## src/rtl/pipe_chain_pkg.sv

```systemverilog
// Shared defaults and helpers for the elastic pipeline-register chain.
package pipe_chain_pkg;

    localparam int DEF_WIDTH = 32;
    localparam int DEF_DEPTH = 4;

    // Bits needed to count 0..depth valid stages.
    function automatic int occ_width(input int depth);
        return $clog2(depth + 1);
    endfunction

endpackage

```

## src/rtl/pipe_slot.sv

```systemverilog
// One stage of the chain: a valid bit plus a payload register.
module pipe_slot
    import pipe_chain_pkg::*;
#(
    parameter int WIDTH = DEF_WIDTH
) (
    input  logic             clk,
    input  logic             reset,
    input  logic             hold,
    input  logic             load,
    input  logic             kill,
    input  logic             src_valid,
    input  logic [WIDTH-1:0] src_data,
    output logic             valid_nxt,
    output logic             valid,
    output logic [WIDTH-1:0] data
);

    logic             valid_q;
    logic             valid_d;
    logic [WIDTH-1:0] data_q;
    logic [WIDTH-1:0] data_d;
    logic             take;

    // A held stage keeps its payload but drops validity when killed;
    // otherwise it takes a valid, unheld source or becomes a bubble.
    always_comb begin
        take    = ~hold & load & src_valid;
        valid_d = take;
        data_d  = data_q;
        if (hold) begin
            valid_d = valid_q & ~kill;
        end
        if (take) begin
            data_d = src_data;
        end
    end

    always_ff @(posedge clk) begin
        if (reset) begin
            valid_q <= 1'b0;
            data_q  <= '0;
        end else begin
            valid_q <= valid_d;
            data_q  <= data_d;
        end
    end

    assign valid_nxt = valid_d;
    assign valid     = valid_q;
    assign data      = data_q;

endmodule

```

## src/rtl/pipe_chain.sv

```systemverilog
// Elastic chain of pipeline registers with per-stage stall, flush and
// output backpressure; stage 0 is youngest, stage DEPTH-1 drives the output.
module pipe_chain
    import pipe_chain_pkg::*;
#(
    parameter  int WIDTH = DEF_WIDTH,
    parameter  int DEPTH = DEF_DEPTH,
    localparam int CW    = occ_width(DEPTH)
) (
    input  logic                   clk,
    input  logic                   reset,
    input  logic                   in_valid,
    input  logic [WIDTH-1:0]       in_data,
    output logic                   in_ready,
    input  logic [DEPTH-1:0]       stall,
    input  logic [DEPTH-1:0]       flush,
    output logic                   out_valid,
    output logic [WIDTH-1:0]       out_data,
    input  logic                   out_ready,
    output logic [DEPTH-1:0]       stage_valid,
    output logic [DEPTH*WIDTH-1:0] stage_data,
    output logic [CW-1:0]          occupancy
);

    logic [DEPTH-1:0] veff;
    logic [DEPTH:0]   hold;
    logic [DEPTH-1:0] valid_nxt;
    logic [CW-1:0]    occupancy_q;
    logic [CW-1:0]    occupancy_d;

    assign veff = stage_valid & ~flush;

    // Backpressure ripples from the consumer toward stage 0; a stall holds
    // its stage even when empty, which also blocks everything upstream.
    always_comb begin
        hold[DEPTH] = ~out_ready;
        for (int i = DEPTH - 1; i >= 0; i--) begin
            hold[i] = stall[i] | (veff[i] & hold[i+1]);
        end
    end

    for (genvar i = 0; i < DEPTH; i++) begin : g_slot
        logic             src_valid;
        logic             src_load;
        logic [WIDTH-1:0] src_data;

        if (i == 0) begin : g_head
            assign src_valid = in_valid;
            assign src_load  = 1'b1;
            assign src_data  = in_data;
        end else begin : g_body
            assign src_valid = veff[i-1];
            assign src_load  = ~hold[i-1];
            assign src_data  = stage_data[(i-1)*WIDTH +: WIDTH];
        end

        pipe_slot #(
            .WIDTH(WIDTH)
        ) u_slot (
            .clk      (clk),
            .reset    (reset),
            .hold     (hold[i]),
            .load     (src_load),
            .kill     (flush[i]),
            .src_valid(src_valid),
            .src_data (src_data),
            .valid_nxt(valid_nxt[i]),
            .valid    (stage_valid[i]),
            .data     (stage_data[i*WIDTH +: WIDTH])
        );
    end

    // Occupancy is registered from the next-state valid bits so it always
    // matches the stage_valid vector of the same cycle.
    always_comb begin
        occupancy_d = '0;
        for (int i = 0; i < DEPTH; i++) begin
            occupancy_d = occupancy_d + CW'(valid_nxt[i]);
        end
    end

    always_ff @(posedge clk) begin
        if (reset) begin
            occupancy_q <= '0;
        end else begin
            occupancy_q <= occupancy_d;
        end
    end

    assign occupancy = occupancy_q;
    assign in_ready  = ~hold[0] & ~reset;
    assign out_valid = veff[DEPTH-1] & ~reset;
    assign out_data  = stage_data[(DEPTH-1)*WIDTH +: WIDTH];

endmodule

```

## config.mk

```make
export PLATFORM = sky130hd
export DESIGN_NAME = pipe_chain
export DESIGN_NICKNAME = d
export VERILOG_FILES = /design/src/rtl/pipe_chain_pkg.sv /design/src/rtl/pipe_slot.sv /design/src/rtl/pipe_chain.sv
export SDC_FILE = /design/constraint.sdc
export NUM_CORES = 1
export LEC_CHECK = 0
export BUFFER_PORTS_ARGS = -buffer_cell sky130_fd_sc_hd__buf_2
export CAP_MARGIN = 10
export CORE_MARGIN = 2
export CORE_UTILIZATION = 55
export CTS_BUF_LIST = sky130_fd_sc_hd__clkbuf_4
export DETAILED_ROUTE_END_ITERATION = 7
export PLACE_DENSITY = 0.88
export SYNTH_ARGS = -nofsm -noshare
export SYNTH_HDL_FRONTEND = slang
export SYNTH_SLANG_ARGS = --single-unit
export TNS_END_PERCENT = 100
```

## constraint.sdc

```tcl
create_clock -name clk -period 3.65 [get_ports clk]
set_input_delay 0.365 -clock clk [delete_from_list [all_inputs] [get_ports clk]]
set_output_delay 0.365 -clock clk [all_outputs]
set_load 0.02 [all_outputs]
```

==> impl_metrics.tcl, run 1 <==
set metrics [dict create \
    placementRows 37 \
    top_usage_layer "met2" \
    cts_inserted_buffers 17 \
    ys_seq_area_frac 0.471 \
    p_leak_uw 0.00347 \
    seq_power_share 0.550 \
    synth_edf_count 0 \
    fin_setup_tns_ns 0 \
    async_flop_share 0 \
    grt.met3_usage 0.0619 \
    power_frac_clock 0.384 \
    antenna_found_initial 0 \
    die_width_um 106 \
    worstHoldStart "in_data[6]" \
    synthCells 572 \
    netlist_area_sq_um 5730 \
    yosysWarnings 0 \
    swShare 0.246 \
    yosys-top-cells-count "dfxtp_1, nand2b_1, mux2i_1" \
    synth_seq_cells 135 \
    start_kind "flip-flop" \
    post_cts_buffers 0 \
    path_max_fanout 33 \
    cts_buffer_depth 2 \
    yosys-top-cells-area "dfxtp_1, mux2i_1, nand2b_1" \
    drt_iter0_drc 192 \
    hold_path_end "g_slot[0].u_slot.data[6]" \
    worst-r2r-setup-slack_ns 0.85 \
    fp.dieH_um 106 \
    cts_tree "done" \
    fin_crit_sh 0.768 \
    hold_buffers 0 \
    power.density_nw_per_um2 404 \
    drv_cap 0 \
    vias_per_cell 4.93 \
    post_cts_resized 0 \
    port_buffers 212 \
    coreArea_sq_um 10200 \
    grt_use_total 0.228 \
    dpl.hpwl_um 8760 \
    cp-end-kind "flip-flop" \
    critical_path_required_ns 4.02 \
    root_buffer "clkbuf_4" \
    layout.nets 781 \
    ant_nets 0 \
    slew_viol_final 0 \
    hold_violations 0 \
    power_switching_uw 673 \
    wl_per_cell_um 14.5 \
    drive_gt1_frac 0.343 \
    period_minus_slack_ns 2.80 \
    dp.cells 851 \
    min-delay-path-class "in2reg" \
    rsz0062_at_grt "false" \
    instances_no_fill 883 \
    fillerInstances 838 \
    status "completed" \
    grt_max_degree 145 \
    reg2reg_to "occupancy[1]" \
    path_class "reg2reg" \
    cp.arrival_ns 3.17 \
    grt_pass1_wl_um 20200 \
    min_path_cells 3 \
    yosysMostFrequentCell "dfxtp_1" \
    htreeDepth 4 \
    num_vias 4354 \
    use_met1 0.269 \
    syn_nets 619 \
    synth.largest_area_cell "dfxtp_1" \
    tightest_slew_ns 1.14 \
    initial_core_util 0.560 \
    clkLatencyLatePin_ns 0.52 \
    cts_sinks 135 \
    gr-total-overflow 0 \
    synth.top_cell.area_share 0.471 \
    relSlewSlack 0.243 \
    drcViolationCount 0 \
    num_io_pins 213 \
    setup_viol 0 \
    peakVddDrop_uv 255 \
    comb_power_share 0.066 \
    gp_congestion 0.782 \
    cell_internal_pwr_uw 2060 \
    die_area_sq_um 11300 \
    fmax_mhz 357 \
    wl_um 12800 \
    drtPass1Iterations 4 \
    yosysUniqueCellTypes 31 \
    synth_flop_cell "dfxtp_1" \
    clk_pin_slew_ns 0.13 \
    antenna_cells 0 \
    area_growth_pct 18.0 \
    rr_worst_depth 8 \
    grt_pass1_vias 4158 \
    use_met2 0.394 \
    r2r-start "g_slot[2].u_slot.valid" \
    skew_ns 0.0134 \
    syn_area_per_cell_sq_um 10.0 \
]
-- metal layers --
metal | wire (um) | part of all wire
met1 | 5190 | 0.41
met2 | 6520 | 0.51
met3 | 793 | 0.062
met4 | 261 | 0.020
met5 | 0 | 0
-- power by group through the flow --
stage          clock network (uW)  logic, uW  registers (uW)
3_5_place_dp                    0        180            1540
4_1_cts                      1080        181            1500
5_1_grt                      1140        195            1510
3_3_place_gp                    0        175            1540
2_1_floorplan                   0        102            1560
6_report                     1050        181            1500
-- how the worst max path moves through the flow --
stage / startpoint / endpoint / slack (ns) / cells past startpoint
global placement: stall[2] / occupancy[1] / 0.78 / 9
detailed placement: stall[2] / occupancy[1] / 0.70 / 9
CTS: g_slot[2].u_slot.valid / occupancy[1] / 0.83 / 8
floorplan: flush[3] / occupancy[1] / 1.20 / 8
global route: g_slot[2].u_slot.valid / occupancy[1] / 0.70 / 8
finish: g_slot[2].u_slot.valid / occupancy[1] / 0.85 / 8
-- logic make-up (layout without fill, tap and decap cells) --
kind of cell	after synthesis	after routing	share of synthesized area
DFF	135	135	0.471
and+or+nand+nor	219	219	0.211
buffers and inverters	77	252	0.0980
adders and majority gates	3	3	0.00786
AOI/OAI and AO/OA	42	42	0.0445
muxes	96	96	0.168
-- sequential cells by signal, summed over array words and instances (netlist names) --
signal               flops
g_slot.u_slot.data     128
g_slot.u_slot.valid      4
occupancy                3
-- worst max-delay path, cell delays in order, from the launching register on --
cell and delay (ns):
dfxtp_1 0.40, nor2b_1 0.25, and3_2 0.69, a31oi_1 0.15, fa_1 0.52, inv_1 0.04, ha_1 0.19, ha_1 0.28
nor2b_1 0.13
-- per-stage QoR --
step	total power [uW]	util	setup slack (ns)	cell area (sq um)	hold slack, ns
finish	2730	0.661	0.846	6770	0.0823
global route	2840	0.661	0.696	6770	0.0420
CTS	2760	0.661	0.834	6770	0.0394
detailed placement	1720	0.631	0.700	6460	0.455
global placement	1710	0.631	0.776	6460	0.449
floorplan	1660	-	1.20	5730	0.521
-- cells in the final DEF, fill, tap and decap left out, types with 4 or more instances in the layout --
| cell type | instances |
|---|---|
| buf_2 | 211 |
| clkinvlp_4 | 4 |
| mux2i_1 | 96 |
| clkbuf_4 | 18 |
| nor2b_1 | 6 |
| a21oi_1 | 33 |
| inv_1 | 5 |
| nand2_1 | 65 |
| dfxtp_1 | 135 |
| buf_4 | 4 |
| nor2_1 | 6 |
| nand2b_1 | 132 |
-- cell type report --
class	instances	area, sq um	area share
Inverter	5	18.8	0.00277
Sequential cell	135	2700	0.399
Clock buffer	18	135	0.0200
Timing Repair Buffer	215	1090	0.161
Multi-Input combinational cell	360	2480	0.366
Tap cell	136	170	0.0251
Clock inverter	14	174	0.0257
Power figures use the tool's default switching activity.
==> run 2: changes to the inputs <==
Settings changed: CORE_UTILIZATION 55 to 51, PLACE_DENSITY 0.88 to 0.82.
Clock period 3.65 ns to 2.9 ns, I/O delays scaled along.
==> run 2 against run 1 <==
Non-clock buffer count increased by 37. Hold slack got worse by 0.030 ns. Routed wire length is 5.6% higher. Clock skew rose by 0.011 ns. Global-route usage decreased by 0.28 points. Clock-buffer cell count increased by 1. Critical path depth is the same. Register-to-register slack worse by 0.54 ns. Critical path type unchanged.
==> impl_metrics.tcl, run 2 (synthesis results as in run 1) <==
set metrics [dict create \
    largest_reg_flops 128 \
    path_cells "or3b_4 -> a221oi_4 -> o41ai_1 -> fa_1 -> inv_1 -> ha_1 -> ha_1 -> nor2b_1" \
    crit_top_cell "ha_1" \
    gp_congestion 0.767 \
    cts_tree "done" \
    clk_pin_slew_ns 0.12 \
    drtPass1Iterations 4 \
    fin_setup_tns_ns 0 \
    drv_cap 0 \
    initial_core_util 0.527 \
    cts_sinks 135 \
    post_cts_buffers 0 \
    clkLatencyLatePin_ns 0.52 \
    power.density_nw_per_um2 494 \
    antenna_cells 0 \
    cts_inserted_buffers 17 \
    placementRows 38 \
    path_max_fanout 5 \
    crit_slowest_cell "fa_1" \
    skew_ns 0.0245 \
    grt_pass1_vias 4373 \
    drcViolationCount 0 \
    hold_violations 0 \
    ant_nets 0 \
    status "completed" \
    fillerInstances 853 \
    path_class "reg2reg" \
    drt_iter0_drc 163 \
    peakVddDrop_uv 334 \
    wl_per_cell_um 14.6 \
    start_kind "flip-flop" \
    design_area_sq_um 7160 \
    critical_path_required_ns 3.29 \
    gr-total-overflow 0 \
    layout.nets 818 \
    cts_buffer_depth 2 \
    final_common_cell "buf_2" \
    cp-end-kind "flip-flop" \
    vias_per_cell 5.00 \
    tightest_slew_ns 0.612 \
    port_buffers 212 \
    antenna_found_initial 0 \
    rsz0062_at_grt "false" \
    area_growth_pct 25.0 \
    root_buffer "clkbuf_4" \
    coreArea_sq_um 10900 \
    drive_gt1_frac 0.333 \
    die_width_um 110 \
    p_leak_uw 0.00365 \
    relSlewSlack 0.592 \
    rr_worst_depth 8 \
    num_vias 4624 \
    cpPeakStageDelay_ns 0.55 \
    slew_viol_final 0 \
    fp.dieH_um 110 \
    cp.arrival_ns 2.99 \
    multi_input_area_sq_um 2480 \
    grt_use_total 0.225 \
    num_io_pins 213 \
    grt_max_degree 79 \
    wl_um 13500 \
    dpl.hpwl_um 9230 \
    min-delay-path-class "in2reg" \
    fin_crit_sh 0.894 \
    fin_util 0.658 \
    final_cell_mix "buf_2, dfxtp_1, nand2b_1" \
    period_minus_slack_ns 2.59 \
    fmax_mhz 386 \
    htreeDepth 4 \
    setup_viol 0 \
    placed_area_sq_um 6530 \
    min_path_cells 3 \
    die_area_sq_um 12100 \
    regArea_sq_um 2700 \
    grt_pass1_wl_um 20900 \
]
-- run 2: repair_timing --
item | 4_1_cts | 5_1_grt
hold endpoints to repair | 30 | 1
resized for setup | 0 | 0
hold buffers | 30 | 1
-- run 2: worst max-delay path: cells and delay by family, from the launching register on --
| kind | cells | cell delay, ns |
|---|---|---|
| AOI/OAI and AO/OA | 2 | 0.47 |
| adders and majority gates | 3 | 1.02 |
| buffers and inverters | 1 | 0.04 |
| DFF | 1 | 0.37 |
| and+or+nand+nor | 2 | 0.55 |
-- run 2: final timing paths --
check	from	end	slack [ns]
max reg2reg	g_slot[3].u_slot.valid	occupancy[1]	0.31
min reg2reg	g_slot[3].u_slot.data[4]	g_slot[3].u_slot.data[4]	0.47
max	g_slot[3].u_slot.valid	occupancy[1]	0.31
min	in_data[28]	g_slot[0].u_slot.data[28]	0.05
-- run 2: final cells by class --
class	instances	share of cell area
flip-flops and latches	135	0.377
multi-input cells	360	0.346
repair buffers	252	0.205
clock inverters	13	0.0250
well taps	140	0.0244
clock buffers	19	0.0199
inverters	5	0.00262
-- run 2: where the power goes --
part	internal, uW	leakage, uW	total (uW)	switching [uW]
logic	131	0.00239	266	136
clock network	700	0.000166	1380	680
registers	1880	0.00109	1890	12.6
total	2710	0.00365	3540	829
-- run 2: metal layers --
layer,routed length [um],track usage
met5,0,0
met4,253,0.0886
met3,1030,0.0758
met2,6850,0.391
met1,5350,0.253
-- run 2: through the flow --
stage	instances	power (uW)	worst slack, ns	hold WS, ns
finish	924	3540	0.307	0.0518
global route	924	3690	0.200	0.00879
CTS	923	3560	0.308	0.00136
detailed placement	861	2170	0.260	0.459
global placement	861	2160	0.335	0.449
floorplan	572	2090	0.487	0.446
==> run 3: changes to the inputs <==
==> constraint.sdc (replaced) <==
create_clock -name clk -period 2.9 [get_ports clk]
set_input_delay 0.58 -clock clk [delete_from_list [all_inputs] [get_ports clk]]
set_output_delay 0.58 -clock clk [all_outputs]
set_load 0.02 [all_outputs]
==> run 3 against run 2 <==
Die area unchanged. Via count down 4.8%. Largest cell class unchanged. Routed wire length down 2.9%. Critical path type is now reg2out. Hold slack better by 0.24 ns. Clock power down 19%. Clock skew down 0.0046 ns. Largest power group unchanged. Global-route usage down 1.1 points.
==> impl_metrics.tcl, run 3 (synthesis results as in run 1) <==
set metrics [dict create \
    status "completed" \
    layout.nets 785 \
    die_width_um 110 \
    fmax_mhz 375 \
    cp.arrival_ns 2.08 \
    final_common_cell "buf_2" \
    worstHoldStart "reset" \
    dpl.hpwl_um 9070 \
    cts_buffer_depth 2 \
    post_cts_resized 0 \
    root_buffer "clkbuf_4" \
    cpPeakStageDelay_ns 0.43 \
    antenna_cells 0 \
    cp-end-kind "output port" \
    cts_sinks 135 \
    coreArea_sq_um 10900 \
    design_area_sq_um 6790 \
    reg2reg_to "occupancy[1]" \
    path_max_fanout 4 \
    antenna_found_initial 0 \
    port_buffers 212 \
    vias_per_cell 4.95 \
    critical_path_required_ns 2.32 \
    hold_buffers 0 \
    fin_crit_sh 0.919 \
    clk_pin_slew_ns 0.11 \
    path_cells "or3b_4 -> a221oi_4 -> buf_4 -> o21a_1 -> nor3_1 -> buf_2" \
    hold_violations 0 \
    rr_worst_depth 8 \
    rsz0062_at_grt "false" \
    tightest_slew_ns 0.599 \
    post_cts_buffers 0 \
    min_path_cells 2 \
    fp.dieH_um 110 \
    num_io_pins 213 \
    fin_setup_tns_ns 0 \
    cts_inserted_buffers 17 \
    ant_nets 0 \
    cts_tree "done" \
    hold_path_end "g_slot[3].u_slot.valid" \
    drv_cap 0 \
    placed_area_sq_um 6560 \
    grt_pass1_vias 4128 \
    critical_path.top_delay_family "simple AND/OR/NAND/NOR gates" \
    regArea_sq_um 2700 \
    drt_iter0_drc 177 \
    start_kind "flip-flop" \
    placementRows 38 \
    drtPass1Iterations 4 \
    path_class "reg2out" \
    worst-r2r-setup-slack_ns 0.34 \
    die_area_sq_um 12100 \
    period_minus_slack_ns 2.66 \
    drive_gt1_frac 0.334 \
    num_vias 4400 \
    peakVddDrop_uv 246 \
    htreeDepth 4 \
    slew_viol_final 0 \
    grt_max_degree 165 \
    wl_per_cell_um 14.7 \
    setup_viol 0 \
    area_growth_pct 18.5 \
    timing.critical_path.from "g_slot[3].u_slot.valid" \
    grt_pass1_wl_um 19800 \
    min-delay-path-class "in2reg" \
    clkLatencyLatePin_ns 0.53 \
    power.density_nw_per_um2 477 \
    grt_use_total 0.214 \
    p_leak_uw 0.00349 \
    wl_um 13100 \
    skew_ns 0.0200 \
    fillerInstances 925 \
    gp_congestion 0.787 \
    multi_input_area_sq_um 2480 \
    r2r-start "g_slot[3].u_slot.valid" \
    relSlewSlack 0.601 \
    worst-path-buf-inv 2 \
    final_cell_mix "buf_2, dfxtp_1, nand2b_1" \
    largest_reg_flops 128 \
    initial_core_util 0.527 \
    gr-total-overflow 0 \
    drcViolationCount 0 \
    crit_slowest_cell "or3b_4" \
]
run 3: cell types whose count changed in the layout (fill, tap and decap cells not counted), sizes merged:
cell,previous run,this run
inv,6,5
buf,221,219
clkbuf,19,20
bufinv,4,2
clkinv,5,7
clkinvlp,3,0
dlygate4sd3,31,0
run 3: worst max path at each step:
stage / end / slack (ns) / depth (start not counted)
after CTS: in_ready / 0.20 / 6
after global placement: occupancy[1] / 0.08 / 9
after detailed placement: occupancy[1] / 0.02 / 9
after floorplan: occupancy[1] / 0.23 / 8
final: in_ready / 0.24 / 6
after global routing: in_ready / 0.1 / 6
run 3: metal layers:
metal | routed length, um | up-vias | global-route usage
met2 | 6480 | 160 | 0.367
met1 | 5310 | 2053 | 0.237
li1 | - | 2167 | -
met5 | 0 | - | 0
met4 | 231 | 0 | 0.0940
met3 | 1070 | 20 | 0.0782
run 3: where the power goes:
part	switching (uW)	total, uW	internal, uW
Sequential	13.0	1890	1880
Clock	611	1120	507
Combinational	129	234	104
Total	753	3240	2490
run 3: worst reg2reg max path, cell delays in order, from the launching register on:
cell,delay [ns]
dfxtp_1,0.40
or3b_4,0.43
a221oi_4,0.27
o41ai_1,0.15
fa_1,0.54
inv_1,0.04
ha_1,0.21
ha_1,0.29
nor2b_1,0.12
run 3: cell type report:
| type | count | share of cell area |
|---|---|---|
| Clock buffer | 20 | 0.0221 |
| Clock inverter | 9 | 0.0127 |
| Inverter | 5 | 0.00276 |
| Multi-Input combinational cell | 360 | 0.365 |
| Sequential cell | 135 | 0.398 |
| Tap cell | 140 | 0.0258 |
| Timing Repair Buffer | 219 | 0.174 |
run 3: through the flow:
step	worst slack, ns	utilization	hold WS, ns	instances	total power, uW
2_1_floorplan	0.234	-	0.542	572	2090
3_3_place_gp	0.0795	0.602	0.449	859	2160
3_5_place_dp	0.0235	0.602	0.461	859	2170
4_1_cts	0.199	0.624	0.222	888	3280
5_1_grt	0.0960	0.624	0.235	888	3380
6_report	0.236	0.624	0.287	888	3240
